--- src/rtl/aes128_key_expander.sv ---
// Iterative AES-128 key schedule: loads a cipher key on start and streams round keys
// 0..LAST_ROUND over a valid/ready handshake using external S-box and rcon stages.
module aes128_key_expander #(
  parameter int unsigned LAST_ROUND = 10
) (
  input  logic         clk,
  input  logic         rst,
  input  logic         start,
  input  logic [127:0] key_in,
  output logic         busy,
  output logic [31:0]  sw_in,
  input  logic [31:0]  sw_out,
  output logic [31:0]  rc_word,
  output logic [3:0]   rc_round,
  input  logic [31:0]  rc_out,
  output logic         rk_valid,
  input  logic         rk_ready,
  output logic [127:0] rk_data,
  output logic [3:0]   rk_round,
  output logic         done
);

  localparam logic [3:0] LAST = 4'(LAST_ROUND);

  typedef enum logic {
    IDLE = 1'b0,
    EMIT = 1'b1
  } state_e;

  state_e       state_q, state_d;
  logic [127:0] key_q, key_d;
  logic [3:0]   round_q, round_d;
  logic         done_q, done_d;

  logic [31:0]  w0_s, w1_s, w2_s, w3_s;
  logic [31:0]  w0n_s, w1n_s, w2n_s, w3n_s;

  assign w0_s = key_q[127:96];
  assign w1_s = key_q[95:64];
  assign w2_s = key_q[63:32];
  assign w3_s = key_q[31:0];

  // RotWord(w3) leaves for the S-box; substituted word returns the same cycle for rcon
  assign sw_in    = {w3_s[23:0], w3_s[31:24]};
  assign rc_word  = sw_out;
  assign rc_round = (round_q == LAST) ? LAST : (round_q + 4'd1);

  assign w0n_s = w0_s ^ rc_out;
  assign w1n_s = w1_s ^ w0n_s;
  assign w2n_s = w2_s ^ w1n_s;
  assign w3n_s = w3_s ^ w2n_s;

  assign busy     = (state_q == EMIT);
  assign rk_valid = (state_q == EMIT);
  assign rk_data  = key_q;
  assign rk_round = round_q;
  assign done     = done_q;

  // Next-state: load on start in IDLE, advance or finish on each handshake in EMIT
  always_comb begin
    state_d = state_q;
    key_d   = key_q;
    round_d = round_q;
    done_d  = 1'b0;
    case (state_q)
      IDLE: begin
        if (start) begin
          key_d   = key_in;
          round_d = 4'd0;
          state_d = EMIT;
        end else begin
          state_d = IDLE;
        end
      end
      EMIT: begin
        if (rk_ready) begin
          if (round_q == LAST) begin
            state_d = IDLE;
            done_d  = 1'b1;
          end else begin
            key_d   = {w0n_s, w1n_s, w2n_s, w3n_s};
            round_d = round_q + 4'd1;
          end
        end else begin
          state_d = EMIT;
        end
      end
      default: begin
        state_d = IDLE;
      end
    endcase
  end

  // State, key and round registers with asynchronous reset
  always_ff @(posedge clk or posedge rst) begin
    if (rst) begin
      state_q <= IDLE;
      key_q   <= 128'd0;
      round_q <= 4'd0;
      done_q  <= 1'b0;
    end else begin
      state_q <= state_d;
      key_q   <= key_d;
      round_q <= round_d;
      done_q  <= done_d;
    end
  end

endmodule

--- config.mk ---
export PLATFORM = sky130hd
export DESIGN_NAME = aes128_key_expander
export DESIGN_NICKNAME = d
export VERILOG_FILES = /design/src/rtl/aes128_key_expander.sv
export SDC_FILE = /design/constraint.sdc
export NUM_CORES = 1
export LEC_CHECK = 0
export CELL_PAD_IN_SITES_DETAIL_PLACEMENT = 2
export CELL_PAD_IN_SITES_GLOBAL_PLACEMENT = 2
export CORE_ASPECT_RATIO = 1.5
export CORE_UTILIZATION = 24
export CTS_CLUSTER_SIZE = 20
export DETAILED_ROUTE_END_ITERATION = 7
export GPL_TIMING_DRIVEN = 1
export HOLD_SLACK_MARGIN = 0.06
export PLACE_DENSITY_LB_ADDON = 0.1
export SYNTH_ARGS = -nofsm -noshare
export SYNTH_HDL_FRONTEND = slang
export SYNTH_SLANG_ARGS = --single-unit
--- constraint.sdc ---
create_clock -name clk -period 5.4 [get_ports clk]
set_input_delay 1.35 -clock clk [delete_from_list [all_inputs] [get_ports clk]]
set_output_delay 1.35 -clock clk [all_outputs]
set_load 0.01 [all_outputs]
==> metrics.txt, run 1 <==
status=completed; starting density of the core=24.38%; worst-margin pin slew=1.130 ns; layer with the highest usage=met2; Fillers=around 4000; die width=between 150 and 200 microns; first-pass GRT wire length=between 50000 and 60000 microns; hold_ws=0.5126 ns; initial antenna violation count=6; fmax=~0.27 GHz; met2 Track Usage GR=a little under two fifths; post-synth cell types=39; Clock Pin Slew Worst Setup and Hold Paths=0.06 ns; non-filler cells, final=1632; antenna-violating nets left=0; Post-route DRC=0; Tmin final=roughly 3.7 ns; post-CTS resize count=0; sequential share of the synthesized area=approximately 39%; total track usage=20.49%; grt ovf=0; max cap viols=0; Worst-Skew Late Latency=about 0.44 ns; Peak VDD IR=between 0.00015 and 0.0002 V; Num CTS Buffers=17; Die ar.=between 30000 and 40000 sq um; area of the multi-input gates=4274 sq um; I/O Pins=around 400; First DRT Iteration DRCs=270; placer congestion estimate=0.7296; dpl ws=approximately 1.4 ns; M1 GR Usage=about 23%; Power Dens Cells=slightly below 700 nW/um^2; total number of vias=around 8100; crit-path max FO=7; hold buffer count at CTS=0; First-pass DRT Iterations=4; total wire length=around 37000 microns; fin. max-slew vios=0; largest net degree at the start of global routing=76; GR Util met3=under 10%; clk_skew=approximately 0.0068 ns; Critical Path Start Type=flop; Root Buffer Master=clkbuf_16; RSZ-0062 raised after global routing=false; WP buf/inv=2; max_slew headroom=about 24%; layout cells sized above 1=about 7%; CP cell instances=inv_1, ha_1, and3b_1, nor2_1, clkdlybuf4s50_1; CTS sink count=approximately 130; number of synthesized register bits=134; Req. time, crit path=slightly above 4 ns; CTS tree=yes; Die Height=approximately 230 microns; Worst Setup Path Type=flop to output pin; Layout Nets=1339; Pleak=~0.0053 uW; Largest stage delay, worst path=0.58 ns; maximum buffer depth of the clock tree=2; CP max-delay cell=clkdlybuf4s50_1; DR WL/cell=roughly 23 microns; Post-DP HPWL=around 25000 microns; Post-Synthesis Cells=911; PortBufs=334; Syn Area/Cell=between 9 and 10 sq um; Vias per Instance=between 4 and 5; Cells after DPL=1595; CP Capture Type=output pin; Syn Nets=approximately 1100; postcts setup bufs=0; Cell Area, Synth=between 8000 and 9000 sq um; setup tns final=0 ns; Reg area=around 3400 sq um; Design Area, Final=12430 sq um; core area=roughly 35000 sq um; final period utilization=67.85%; Final Hold Viols=0; critical path arrival=roughly 2.3 ns; CP delay by family, top=buffers and inverters; row count=between 80 and 90; final setup fails=0; H-tree Lvls=4; Setup WS post-layout=~1.7 ns; Post-DP Area=11810 sq um; number of global-route vias before repair=8909; HP Class=flop to flop; Layout area overhead=45.22%; Yosys warning total=0
==> worst min-delay path, stage by stage (launching register included) <==
cell and delay [ns]:
dfrtp_1 0.37, nand2_1 0.05, o21ai_0 0.06
==> layout make-up <==
cell class | count | area share [%]
flip-flops and latches | 134 | 27.01
inverters | 35 | 1.117
multi-input cells | 608 | 34.39
diodes | 5 | 0.1007
clock buffers | 26 | 4.178
clock inverters | 6 | 0.7148
repair buffers | 345 | 27.73
well taps | 473 | 4.762
==> final timing paths <==
| check | from | end | slack (ns) | cells past startpoint |
|---|---|---|---|---|
| max | rk_round[0] | rc_round[2] | 1.74 | 5 |
| min | rk_data[87] | rk_data[87] | 0.51 | 2 |
| max reg2reg | busy | rk_data[50] | 2.05 | 5 |
| min reg2reg | rk_data[87] | rk_data[87] | 0.51 | 2 |
| max in group asynchronous | rst | rk_data[121] | 3.12 | 3 |
| min in group asynchronous | rst | rk_data[30] | 1.40 | 2 |
==> stage by stage <==
| stage | power, uW | utilization, % |
|---|---|---|
| 2_1_floorplan | 5208 | - |
| 3_3_place_gp | 7173 | 33.64 |
| 3_5_place_dp | 7294 | 33.64 |
| 4_1_cts | 8596 | 35.37 |
| 5_1_grt | 9084 | 35.40 |
| 6_report | 8448 | 35.40 |
==> flip-flops by register name (all words and copies together), names as in the netlist <==
| signal | cells |
|---|---|
| rk_data | 128 |
| busy | 1 |
| rk_round | 4 |
| done | 1 |
==> cell families after synthesis <==
logic type	Yosys count	share of synthesized area, %
flops	134	39.18
buf+inv	169	11.26
fa+ha+maj	2	0.2924
compound gates	273	21.05
mux	29	3.406
xor+xnor	67	12.00
simple gates	237	12.81
==> power breakdown <==
part           internal, uW  switching (uW)  leakage (uW)  total, uW
clock network           755             487      0.000293       1240
logic                  2790            2240       0.00343       5030
registers              1540             641       0.00159       2180
total                  5080            3370       0.00532       8450
==> synthesized netlist by cell type <==
library cell	number	share of area, %
o221a_2	30	3.9
nand3b_1	1	0.088
buf_4	65	5.7
o22a_1	2	0.20
a2bb2oi_1	4	0.41
clkbuf_1	38	1.7
and3b_1	1	0.10
o21ai_0	35	2.0
nor2_2	1	0.073
xnor3_1	32	8.4
dfrtp_1	134	39
and2b_1	1	0.088
o21ai_4	1	0.19
buf_1	8	0.35
o22ai_1	28	2.0
a311o_1	28	3.3
o21a_1	2	0.18
nand3_1	89	5.2
buf_2	12	0.70
mux2_2	1	0.13
inv_1	34	1.5
o21ai_1	4	0.23
a21oi_1	126	7.4
buf_6	9	1.2
and3_1	28	2.0
clkbuf_2	2	0.12
xnor2_1	35	3.6
and2_1	1	0.073
nand2_1	70	3.1
a22o_1	2	0.20
ha_1	2	0.29
o2bb2ai_1	4	0.41
nor2_1	43	1.9
nand2b_1	1	0.073
a31oi_1	6	0.44
inv_2	1	0.044
a21oi_2	1	0.10
nand4b_1	1	0.10
mux2i_1	28	3.3
==> layout by cell type, fill, tap and decap left out, types with 3 or more instances in the layout <==
master and count:
clkdlybuf4s50_1 333, dfrtp_1 133, a21oi_1 125, nand3_1 89
nand2_1 69, nor2_1 43, xnor2_1 35, o21ai_0 35
inv_1 33, xnor3_1 32, o221a_2 30, and3_1 28
a311o_1 28, mux2i_1 28, o22ai_1 28, clkbuf_16 17
buf_4 9, a31oi_1 6, clkbuf_8 6, diode_2 5
o21ai_1 4, a2bb2oi_1 4, o2bb2ai_1 4, clkbuf_1 3
==> per-layer routing <==
layer	share of wire, %	vias to the layer above
li1	-	3686
met1	39	4081
met2	53	238
met3	4.2	53
met4	3.6	0
met5	0	-
Power figures use the tool's default switching activity.
==> run 2, diff against run 1 <==
--- a/config.mk
+++ b/config.mk
@@ -8,7 +8,7 @@
 export CELL_PAD_IN_SITES_DETAIL_PLACEMENT = 2
 export CELL_PAD_IN_SITES_GLOBAL_PLACEMENT = 2
 export CORE_ASPECT_RATIO = 1.5
-export CORE_UTILIZATION = 24
+export CORE_UTILIZATION = 21
 export CTS_CLUSTER_SIZE = 20
 export DETAILED_ROUTE_END_ITERATION = 7
 export GPL_TIMING_DRIVEN = 1
==> constraint.sdc (replaced) <==
create_clock -name clk -period 3.28 [get_ports clk]
set_input_delay 0.82 -clock clk [delete_from_list [all_inputs] [get_ports clk]]
set_output_delay 0.82 -clock clk [all_outputs]
set_load 0.01 [all_outputs]
==> run 2 against run 1 <==
Net effect: power increased by 65%; critical path depth is the same; count of clock-buffer cells in the layout is 6 lower; global-route usage shrank 2.4 points; combinational power increased by 66%; critical endpoint unchanged; largest power group unchanged.
==> metrics.txt, run 2 (synthesis results as in run 1) <==
status=completed; total wire length=37250 microns (+1.4%); core area=40200 sq um (+15%); H-tree Lvls=4 (unchanged); worst-margin pin slew=0.6536 ns (-0.4768 ns); number of global-route vias before repair=8816 (-1.0%); I/O Pins=399 (unchanged); Worst-Skew Late Latency=0.45 ns (about the same); crit path from=rk_round[0]; Layout area overhead=47.02%; Power Dens Cells=1107 nW/um^2 (+63%); Tmin final=between 3 and 4 ns; Die Height=249.2 microns (+6.8%); Reg2Reg Depth=5 (unchanged); First-pass DRT Iterations=6 (+2); Pleak=0.005383 uW (+1.2%); Design Area, Final=12580 sq um (+1.2%); fmax=around 0.32 GHz; P_sw=5545 uW (+65%); Vias per Instance=4.776 (-3.3%); first-pass GRT wire length=56280 microns (+1.7%); Worst Setup Path Type=flop to output pin; First DRT Iteration DRCs=258 (-4.4%); postcts setup bufs=0 (unchanged); max_slew headroom=56.43% (+32 points); commonest cells after routing, fill and taps aside=clkdlybuf4s50_1 (333), dfrtp_1 (133), a21oi_1 (125); Clock Pin Slew Worst Setup and Hold Paths=0.06 ns (about the same); Pint=8383 uW (+65%); CTS sink count=134 (unchanged); Req. time, crit path=2.46 ns (-1.59 ns); setup tns final=0 ns (unchanged); reg-to-reg slack, setup=0.86 ns (-1.19 ns); Logic pwr share=59.9% (+0.4 points); RSZ-0062 raised after global routing=false; placer congestion estimate=0.7661 (+5.0%); total power draw=13930 uW (+65%); HP Class=flop to flop; Die ar.=41580 sq um (+14%); CP Capture Type=output pin; Worst path depth=5 (unchanged); Cells after DPL=1639 (+2.8%); CP cell instances=inv_1, ha_1, and3b_1, nor2_1, clkdlybuf4s50_1; starting density of the core=21.29% (-3.1 points); Clock Power Share=14.7% (about the same); post-CTS resize count=0 (unchanged); crit-path max FO=7 (unchanged); antenna-violating nets left=0 (unchanged); critical path endpoint=rc_round[2]; Largest stage delay, worst path=0.56 ns (-0.02 ns); WP buf/inv=2 (unchanged); layout cells sized above 1=8.069% (+0.96 points); non-filler cells, final=1672 (+2.5%); total track usage=18.12% (-2.4 points); maximum buffer depth of the clock tree=2 (unchanged); Post-DP Area=11980 sq um (+1.5%); final setup fails=0 (unchanged); initial antenna violation count=1 (-5); clk_skew=0.01658 ns (+0.009762 ns); CTS tree=yes; die width=166.8 microns (+6.8%); Critical Path Start Type=flop; total number of vias=7985 (-0.91%); Reg power frac=25.4% (-0.4 points); Peak VDD IR=0.0003177 V (+63%); grt ovf=0 (unchanged); hold buffer count at CTS=0 (unchanged); Root Buffer Master=clkbuf_16; CP max-delay cell=clkdlybuf4s50_1; critical path arrival=2.26 ns (-0.05 ns); Post-route DRC=0 (unchanged); leading cell type in the layout, fill and taps excluded=clkdlybuf4s50_1; CP delay by family, top=buffers and inverters; PortBufs=334 (unchanged); row count=90 (+7.1%); Final Hold Viols=0 (unchanged); max cap viols=0 (unchanged); worst reg2reg path startpoint=busy; fin. max-slew vios=0 (unchanged); Net Sw Frac=39.81% (about the same); DR WL/cell=22.28 microns (-1.1%); r2r endpoint=rk_data[48]; Num CTS Buffers=17 (unchanged); Layout Nets=1350 (+0.82%); largest net degree at the start of global routing=69 (-9.2%); dpl ws=0.4499 ns (-0.9491 ns); Setup WS post-layout=0.1980 ns (-1.538 ns); max reg flops=128 (unchanged); final period utilization=93.96%; Post-DP HPWL=26450 microns (+4.8%)
-- run 2: metrics by stage --
| stage | hold slack [ns] | util (%) |
|---|---|---|
| CTS | 0.5178 | 31.29 |
| detailed placement | 0.5038 | 29.80 |
| floorplan | 0.5353 | - |
| global route | 0.5557 | 31.30 |
| finish | 0.5093 | 31.30 |
| global placement | 0.4913 | 29.80 |
-- run 2: layer usage --
layer | global-route usage [%] | wire [microns]
met1 | 20.80 | 15320
met2 | 33.02 | 19710
met3 | 3.511 | 1452
met4 | 6.455 | 768
met5 | 0 | 0
-- run 2: worst min path at each step --
| stage | startpoint | slack [ns] | depth (start not counted) | endpoint |
|---|---|---|---|---|
| global placement | rk_data[76] | 0.49 | 2 | rk_data[76] |
| global route | rk_data[83] | 0.56 | 2 | rk_data[83] |
| finish | rk_data[69] | 0.51 | 2 | rk_data[69] |
| floorplan | rk_data[64] | 0.54 | 2 | rk_data[64] |
| CTS | rk_data[67] | 0.52 | 2 | rk_data[67] |
| detailed placement | rk_data[67] | 0.50 | 2 | rk_data[67] |
-- run 2: worst register-to-register path, stage by stage (launching register included) --
cell and delay (ns):
dfrtp_4 0.86, nand2b_4 0.55, o21ai_4 0.15, buf_12 0.22
and3_1 0.28, a311o_1 0.26
-- run 2: final cells by class --
type / instances / area (sq um)
diodes: 1 / 2.502
clock buffers: 20 / 446.7
clock inverters: 12 / 152.6
fillers: 4415 / 27620
inverters: 35 / 137.6
multi-input cells: 608 / 4274
flip-flops and latches: 134 / 3357
well taps: 506 / 633.1
repair buffers: 356 / 3578
-- run 2: power groups by stage --
| stage | Combinational, uW | Sequential, uW | Clock (uW) |
|---|---|---|---|
| 2_1_floorplan | 4890 | 3690 | 0 |
| 3_3_place_gp | 8350 | 3550 | 0 |
| 3_5_place_dp | 8470 | 3580 | 0 |
| 4_1_cts | 8510 | 3560 | 2120 |
| 5_1_grt | 9080 | 3700 | 2170 |
| 6_report | 8350 | 3540 | 2040 |
